<file path="src/rtl/muldiv4_seq_pkg.sv">
// Shared constants for the sequential multiplier/divider: FSM state encoding
// and opcode values.
package muldiv4_seq_pkg;

  typedef enum logic [1:0] {
    ST_IDLE = 2'd0,
    ST_RUN  = 2'd1,
    ST_DONE = 2'd2
  } state_t;

  localparam logic OP_MUL = 1'b0;
  localparam logic OP_DIV = 1'b1;

endpackage

</file>
<file path="src/rtl/muldiv4_seq_addsub_core.sv">
// Combinational W-bit adder/subtractor shared by both arithmetic modes.
// Ports:
//   x, y : operands
//   sub  : 0 = x + y, 1 = x - y
//   r    : result modulo 2^W
//   co   : carry out for add, no-borrow flag for subtract
module addsub_core #(
  parameter int unsigned W = 4
) (
  input  logic [W-1:0] x,
  input  logic [W-1:0] y,
  input  logic         sub,
  output logic [W-1:0] r,
  output logic         co
);

  logic [W:0] sum;

  // Subtraction as x + ~y + 1; the top bit is then the no-borrow flag.
  always_comb begin
    sum = {1'b0, x} + {1'b0, (sub ? ~y : y)} + (W+1)'(sub);
    r   = sum[W-1:0];
    co  = sum[W];
  end

endmodule

</file>
<file path="src/rtl/muldiv4_seq.sv">
// Sequential unsigned multiplier/divider: shift-add multiply or restoring
// divide over W iterations on one shared adder/subtractor.
// Ports:
//   clk, rst      : clock, synchronous active-high reset
//   start, op     : operation request (sampled when not busy), 0=mul 1=div
//   a, b          : multiplicand/dividend, multiplier/divisor
//   busy          : high while iterating
//   done          : one-cycle pulse when result is valid
//   result        : product, or {remainder, quotient}
//   div0          : divide by zero flag, held with result
module muldiv4_seq
  import muldiv4_seq_pkg::*;
#(
  parameter int unsigned W = 4
) (
  input  logic           clk,
  input  logic           rst,
  input  logic           start,
  input  logic           op,
  input  logic [W-1:0]   a,
  input  logic [W-1:0]   b,
  output logic           busy,
  output logic           done,
  output logic [2*W-1:0] result,
  output logic           div0
);

  localparam int unsigned CW = (W > 1) ? $clog2(W) : 1;

  state_t           state, state_n;
  logic [W-1:0]     acc, acc_n, q, q_n, m, m_n;
  logic             opr, opr_n;
  logic [CW-1:0]    count, count_n;
  logic [2*W-1:0]   result_n;
  logic             div0_n, busy_n, done_n;

  logic [W-1:0]     as_x, as_r;
  logic             as_co;

  // Divide feeds the shifted partial remainder; multiply feeds acc directly.
  assign as_x = (opr == OP_DIV) ? {acc[W-2:0], q[W-1]} : acc;

  addsub_core #(.W(W)) u_addsub (
    .x   (as_x),
    .y   (m),
    .sub (opr),
    .r   (as_r),
    .co  (as_co)
  );

  // State and datapath registers.
  always_ff @(posedge clk) begin
    if (rst) begin
      state  <= ST_IDLE;
      acc    <= '0;
      q      <= '0;
      m      <= '0;
      opr    <= 1'b0;
      count  <= '0;
      result <= '0;
      div0   <= 1'b0;
      busy   <= 1'b0;
      done   <= 1'b0;
    end else begin
      state  <= state_n;
      acc    <= acc_n;
      q      <= q_n;
      m      <= m_n;
      opr    <= opr_n;
      count  <= count_n;
      result <= result_n;
      div0   <= div0_n;
      busy   <= busy_n;
      done   <= done_n;
    end
  end

  // Next-state, iteration step and output staging.
  always_comb begin
    logic c, qb;
    logic [W-1:0] s;
    state_n  = state;
    acc_n    = acc;
    q_n      = q;
    m_n      = m;
    opr_n    = opr;
    count_n  = count;
    result_n = result;
    div0_n   = div0;
    c        = 1'b0;
    s        = acc;
    qb       = 1'b0;

    case (state)
      ST_IDLE, ST_DONE: begin
        if (start) begin
          acc_n   = '0;
          q_n     = a;
          m_n     = b;
          opr_n   = op;
          count_n = '0;
          state_n = ST_RUN;
        end else begin
          state_n = ST_IDLE;
        end
      end
      ST_RUN: begin
        if (opr == OP_MUL) begin
          c     = q[0] & as_co;
          s     = q[0] ? as_r : acc;
          acc_n = {c, s[W-1:1]};
          q_n   = {s[0], q[W-1:1]};
        end else begin
          // A set top bit of the shifted remainder always exceeds m.
          qb    = acc[W-1] | as_co;
          acc_n = qb ? as_r : as_x;
          q_n   = {q[W-2:0], qb};
        end
        count_n = count + CW'(1);
        if (count == CW'(W-1)) begin
          state_n  = ST_DONE;
          result_n = {acc_n, q_n};
          div0_n   = (opr == OP_DIV) && (m == '0);
        end
      end
      default: state_n = ST_IDLE;
    endcase

    busy_n = (state_n == ST_RUN);
    done_n = (state_n == ST_DONE);
  end

endmodule

</file>
<file path="config.mk">
export PLATFORM = sky130hd
export DESIGN_NAME = muldiv4_seq
export DESIGN_NICKNAME = d
export VERILOG_FILES = /design/src/rtl/muldiv4_seq_pkg.sv /design/src/rtl/muldiv4_seq_addsub_core.sv /design/src/rtl/muldiv4_seq.sv
export SDC_FILE = /design/constraint.sdc
export NUM_CORES = 1
export LEC_CHECK = 0
export CAP_MARGIN = 20
export CORE_AREA = 2 2 66 68
export DETAILED_ROUTE_END_ITERATION = 16
export DIE_AREA = 0 0 68 70
export PLACE_DENSITY_LB_ADDON = 0.1
export REMOVE_ABC_BUFFERS = 1
export SYNTH_ARGS = -nofsm -noshare
export SYNTH_HDL_FRONTEND = slang
export SYNTH_HIERARCHICAL = 1
export SYNTH_SLANG_ARGS = --single-unit
</file>
<file path="constraint.sdc">
create_clock -name clk -period 3 [get_ports clk]
set_input_delay 0.75 -clock clk [delete_from_list [all_inputs] [get_ports clk]]
set_output_delay 0.75 -clock clk [all_outputs]
set_load 0.01 [all_outputs]
</file>
Yosys cells after proc, flatten, opt, wreduce, memory -nomap -nowiden:

Cells that the tools add are included.

* register bits: 28
* latch bits: 0
* memory bits (writable): 0
* ROM bits: 0
* bits of input ports: 12
* output and inout bits: 11
* memories: 0

* add/sub/neg operators: 3
* multiply operators: 0
* div/mod/pow operators: 0
* $lt $le $gt $ge: 0
* equality and inequality tests: 6
* shifts and indexed selects: 0
* multiplexer cells: 15
* bitwise logic cells: 3
* reduce and logical (&&, ||, !) cells: 8

Operators by type and width (count)
* 4-bit two-way mux: 8
* 4-bit case mux with 2 select lines: 2
* 2-bit case mux with 2 select lines: 2
* 2-bit equality test (second input constant): 3
* 2-bit AND reduction: 3
* 4-bit by 4-bit adder with 5-bit output: 1
* 5-bit by 1-bit adder with 5-bit output: 1
* 2-bit by 1-bit equality test with 1-bit output (second input constant): 2
* 4-bit zero test: 1
* 2-bit two-way mux: 2
* 4-bit NOT: 1
* 2-bit by 1-bit adder with 2-bit output (second input constant): 1
* 2-bit zero test: 1
* 2-bit != test (second input constant): 1
* 2-bit nonzero test: 1
* 2-bit OR reduction: 1
* 1-bit AND: 1
* 1-bit logical AND: 1
* 1-bit two-way mux: 1
* 1-bit bitwise OR: 1

Logic depth before layout (Yosys ltp):

* depth after elaboration: 8
* mapped depth: 11
* gate-level depth less buffers: 9

By module:

The synthesis kept the hierarchy.

By module, submodules not included
* muldiv4_seq: instances 1, cells each 145, area each 1316.3 um2, sequential area each 560.5 um2
* addsub_core: instances 1, cells each 20, area each 185.2 um2, sequential area each 0.0 um2

Worst setup path before layout:

OpenSTA, ideal clock, no wires.

* kind: reg-to-reg
* start point: reg opr
* end point: reg result[7]
* data arrival time: 2609 ps
* required time: 2866 ps
* path slack: 257 ps
* stages on the path, launching flop included: 10
* buffers on the path: 1
* period minus slack after synthesis: 2743 ps
* cell sequence: dfxtp_1 > buf_4 > mux2_2 > ha_1 > nor4b_1 > a2111oi_0 > nand3_1 > mux2_2 > a221oi_2 > a211oi_1

RTL lines
* from (decl): line muldiv4_seq.sv:32 `logic opr, opr_n;`
* from (signal assigned): line muldiv4_seq.sv:69 `opr <= opr_n;`
* 4-bit two-way mux: line muldiv4_seq.sv:41 `assign as_x = (opr == OP_DIV) ? {acc[W-2:0], q[W-1]} : acc;`
* named net as_x[3]: line muldiv4_seq.sv:37 `logic [W-1:0] as_x, as_r;`
* 4-bit by 4-bit adder with 5-bit output: line muldiv4_seq_addsub_core.sv:21 `sum = {1'b0, x} + {1'b0, (sub ? ~y : y)} + (W+1)'(sub);`
* 5-bit by 1-bit adder with 5-bit output: line muldiv4_seq_addsub_core.sv:21
* named net as_r[3]: line muldiv4_seq.sv:37
* 4-bit two-way mux: line muldiv4_seq.sv:116 `acc_n = qb ? as_r : as_x;`
* 4-bit two-way mux: line muldiv4_seq.sv:108 `if (opr == OP_MUL) begin`
* to (signal assigned): line muldiv4_seq.sv:71 `result <= result_n;`
* to (decl): line muldiv4_seq.sv:24 `output logic [2*W-1:0] result,`

The timed path passes the listed nets, and every way through them passes these cells.
A chain may end at the register's enable or synchronous reset.

Final worst setup path:

Same ends and word-level chain as after synthesis.

==> results.txt <==
The flow ran to the end, and the final reports show no timing, DRC or antenna violations. The total die area came out at 0.00476 mm2. The number of DRC markers after the initial detailed-route iteration came out at 84.

Adding up every negative setup slack in the final design gives 0 ns. The remaining antenna violation count came out at 0. The TritonCTS clock tree is built. The hold violation total from the final report is 0. The max-slew violation count is 0.

For this run, the number of standard cells in the final layout without fillers is 236. For the worst setup path, the data arrival time is 2.85 ns. The total inserted antenna cells is 0.

The number of buffer cells added on primary ports is 22. The sequential fraction of the synthesis area is 37.3%. The routed layout has 1,252 vias. The synthesized design spends more area on one cell type than any other, namely sky130_fd_sc_hd__dfxtp_1.

The global-route congestion overflow total came out at 0. The later pin in the worst-skew pair is clocked with a latency of 0.27 ns. The synthesized design devotes to its leading area cell type 37.3% of total area.

The data required time of the critical path is 3.14 ns. The wire length of the first global-routing pass came out at 5.89 mm. TritonCTS created 3 clock buffers. The count of flip-flops with a built-in enable after synthesis came out at 0. The initial antenna violation count is 0. The maximum ir drop on the vdd rail came out at 0.000208 V. For this run, the leading register cell type out of synthesis is sky130_fd_sc_hd__dfxtp_1. In the synthesized netlist, mux cells make up 7.50% of the area. The number of warnings issued by yosys came out at 6. The worst hold path belongs to the class reg2reg.

The longest clock path from root to sink contains 2 buffers. The worst setup slack for register-to-register paths came out at 0.29 ns. The number of remaining DRC errors came out at 0. The xor and xnor area share after synthesis is 2.92%. The layout net count came out at 203. The post-synthesis instance area is 0.00150 mm2. The share of async-settable or async-resettable flops after synthesis came out at 0%. Using the TritonRoute via totals, the vias-per-cell ratio works out to 5.31. The count of hold buffers inserted by post-cts repair came out at 0. The final worst clock skew is 0.00706 ns. The share of cells above drive strength 1 came out at 12.0%.

Ranked by total cell area, the synthesized netlist is headed by sky130_fd_sc_hd__dfxtp_1 (37%), sky130_fd_sc_hd__nand2_1 (4.5%), sky130_fd_sc_hd__mux2_2 (4.5%). The post-synthesis share of cell area spent on full adders, half adders and majority gates came out at 4.67%. The synthesized-area fraction occupied by ao, oa, aoi and oai cells came out at 17.9%.

The routed length per placed instance came out at 14.4 um. The final critical-path required period is 2.71 ns. The maximum net fanout on the critical path is 8. The via count of the first global-routing pass is 1,233. The iteration count of the initial detailed-routing pass is 4. The flip-flop and latch count after synthesis came out at 28. The post-synthesis area per instance is 9.10 um2. The setup path with the least slack is of type reg2reg. The number of filler cells placed in the layout came out at 419. The starting utilization of the core area came out at 36.2%.

The tree built by TritonCTS fans out to 28 sinks. The transition time at the pin with the least slew margin came out at 0.588 ns. Entering global routing, the biggest net connects 19 pins. The synthesis-to-finish area growth came out at 19.5%. The combinational family with the most area after synthesis is simple AND/OR/NAND/NOR gates. In the synthesized netlist, the number of instances is 165. The highest clock frequency the design can meet is 369 MHz. The headroom to the max-slew limit is 60.7%. The power per cell area is 416 mW/mm2. The number of placed instances with taps included is 233. The count of final setup violators came out at 0. The type of destination of the critical path is a register.

The number of unique standard cell types used by synthesis is 47. Measured along the x axis, the die boundary spans 68 um. Global routing used 16.1% of the available tracks. The tree is rooted in a sky130_fd_sc_hd__clkbuf_8. After legalization and detailed placement, the total HPWL measured 2.57 mm.

The count of H-tree levels built during CTS is 1. The placer's final routability congestion estimate came out at 0.758. The synthesized-area fraction occupied by and/or/nand/nor cells came out at 23.8%. The overall power consumption came out at 747 uW.

For this design the static power due to leakage is 0.676 nW. After detailed routing, the total wire length is 3.40 mm. The core region area came out at 0.00414 mm2.

The post-route clock period utilization is 90.2%. The worst setup path is launched from a register. The count of maximum capacitance violations is 0. The initialized floorplan defines 24 standard-cell rows. Clock-pin slew was measured on the worst setup and hold paths at 0.09 ns. The die outline height is 70 um. The count of boundary I/O pins is 23. Setup repair after global routing left no endpoint under its margin.
worst max-delay path: stages (launching register included):
cell                        delay (ns)
sky130_fd_sc_hd__dfxtp_2          0.41
sky130_fd_sc_hd__mux2_2           0.36
sky130_fd_sc_hd__ha_1             0.34
sky130_fd_sc_hd__nor4b_1          0.16
sky130_fd_sc_hd__a2111oi_0        0.39
sky130_fd_sc_hd__nand3_1          0.20
sky130_fd_sc_hd__mux2_2           0.31
sky130_fd_sc_hd__a221oi_2         0.31
sky130_fd_sc_hd__a211oi_1         0.11
timing repair:
item	CTS	global route
resized for setup	0	2
buffers inserted	0	0
endpoints found under the setup margin	0	2
endpoints found under the hold margin	0	0
state kept, by name, indices dropped and copies added, names as in the netlist:
name and flops:
busy 1, state 2, result 8, q 4
acc 4, count 2, m 4, opr 1
done 1, div0 1
cells in the mapped netlist (all sizes together), types with 4 or more instances:
cell,count
nand2,18
nand2b,8
o21ai,4
nor2,6
clkbuf,4
a21oi,13
inv,6
buf,6
xor2,5
nand3,6
ha,4
mux2,7
o22ai,5
dfxtp,28
routing by layer:
| layer | GRT usage (%) | wire length (um) | up-vias |
|---|---|---|---|
| li1 | - | - | 638 |
| met1 | 23.1 | 1650 | 594 |
| met2 | 24.6 | 1610 | 18 |
| met3 | 2.42 | 118 | 2 |
| met4 | 4.67 | 19 | 0 |
| met5 | 0 | 0 | - |
cell type report:
class                      instances  area, um2  area share, %
timing repair buffer              26        250           13.9
sequential                        28        562           31.3
multi-input combinational        121        853           47.6
clock buffer                       3       41.3           2.30
inverter                           6       22.5           1.26
tap                               52       65.1           3.63
path summary, 6_finish.rpt:
path / start / endpoint / depth (start not counted)
min reg2reg: result[0]$_SDFFE_PP0P_ / result[0]$_SDFFE_PP0P_ / 2
max: opr$_SDFFE_PP0P_ / result[7]$_SDFFE_PP0P_ / 8
min: result[0]$_SDFFE_PP0P_ / result[0]$_SDFFE_PP0P_ / 2
max reg2reg: opr$_SDFFE_PP0P_ / result[7]$_SDFFE_PP0P_ / 8
layout by cell type (no fill, tap or decap), types with 4 or more instances in the layout:
cell / count
sky130_fd_sc_hd__dfxtp_1: 27
sky130_fd_sc_hd__clkdlybuf4s50_1: 22
sky130_fd_sc_hd__nand2_1: 18
sky130_fd_sc_hd__a21oi_1: 13
sky130_fd_sc_hd__nand2b_1: 8
sky130_fd_sc_hd__inv_1: 6
sky130_fd_sc_hd__mux2_2: 6
sky130_fd_sc_hd__nor2_1: 6
sky130_fd_sc_hd__nand3_1: 6
sky130_fd_sc_hd__o22ai_1: 5
sky130_fd_sc_hd__xor2_1: 5
sky130_fd_sc_hd__ha_1: 4
sky130_fd_sc_hd__buf_4: 4
power breakdown:
| group | internal (mW) | total, mW | switching [mW] |
|---|---|---|---|
| logic | 0.0700 | 0.141 | 0.0713 |
| registers | 0.386 | 0.402 | 0.0159 |
| clock network | 0.0902 | 0.204 | 0.114 |
logic make-up after synthesis:
family / after synthesis
compound gates: 39
flops: 28
fa+ha+maj: 5
xor+xnor: 5
simple gates: 62
buf+inv: 16
mux: 10
metrics by stage:
step / hold WS, ns / utilization, % / cell area, um2 / worst slack (ns)
floorplan: 0.445 / - / 1440 / 0.0935
global placement: 0.454 / 42.3 / 1750 / 0.281
detailed placement: 0.455 / 42.3 / 1750 / 0.239
CTS: 0.469 / 43.3 / 1790 / 0.181
global route: 0.507 / 43.3 / 1790 / 0.0592
finish: 0.466 / 43.3 / 1790 / 0.293
Note: power is estimated with default switching activity, not from simulation.
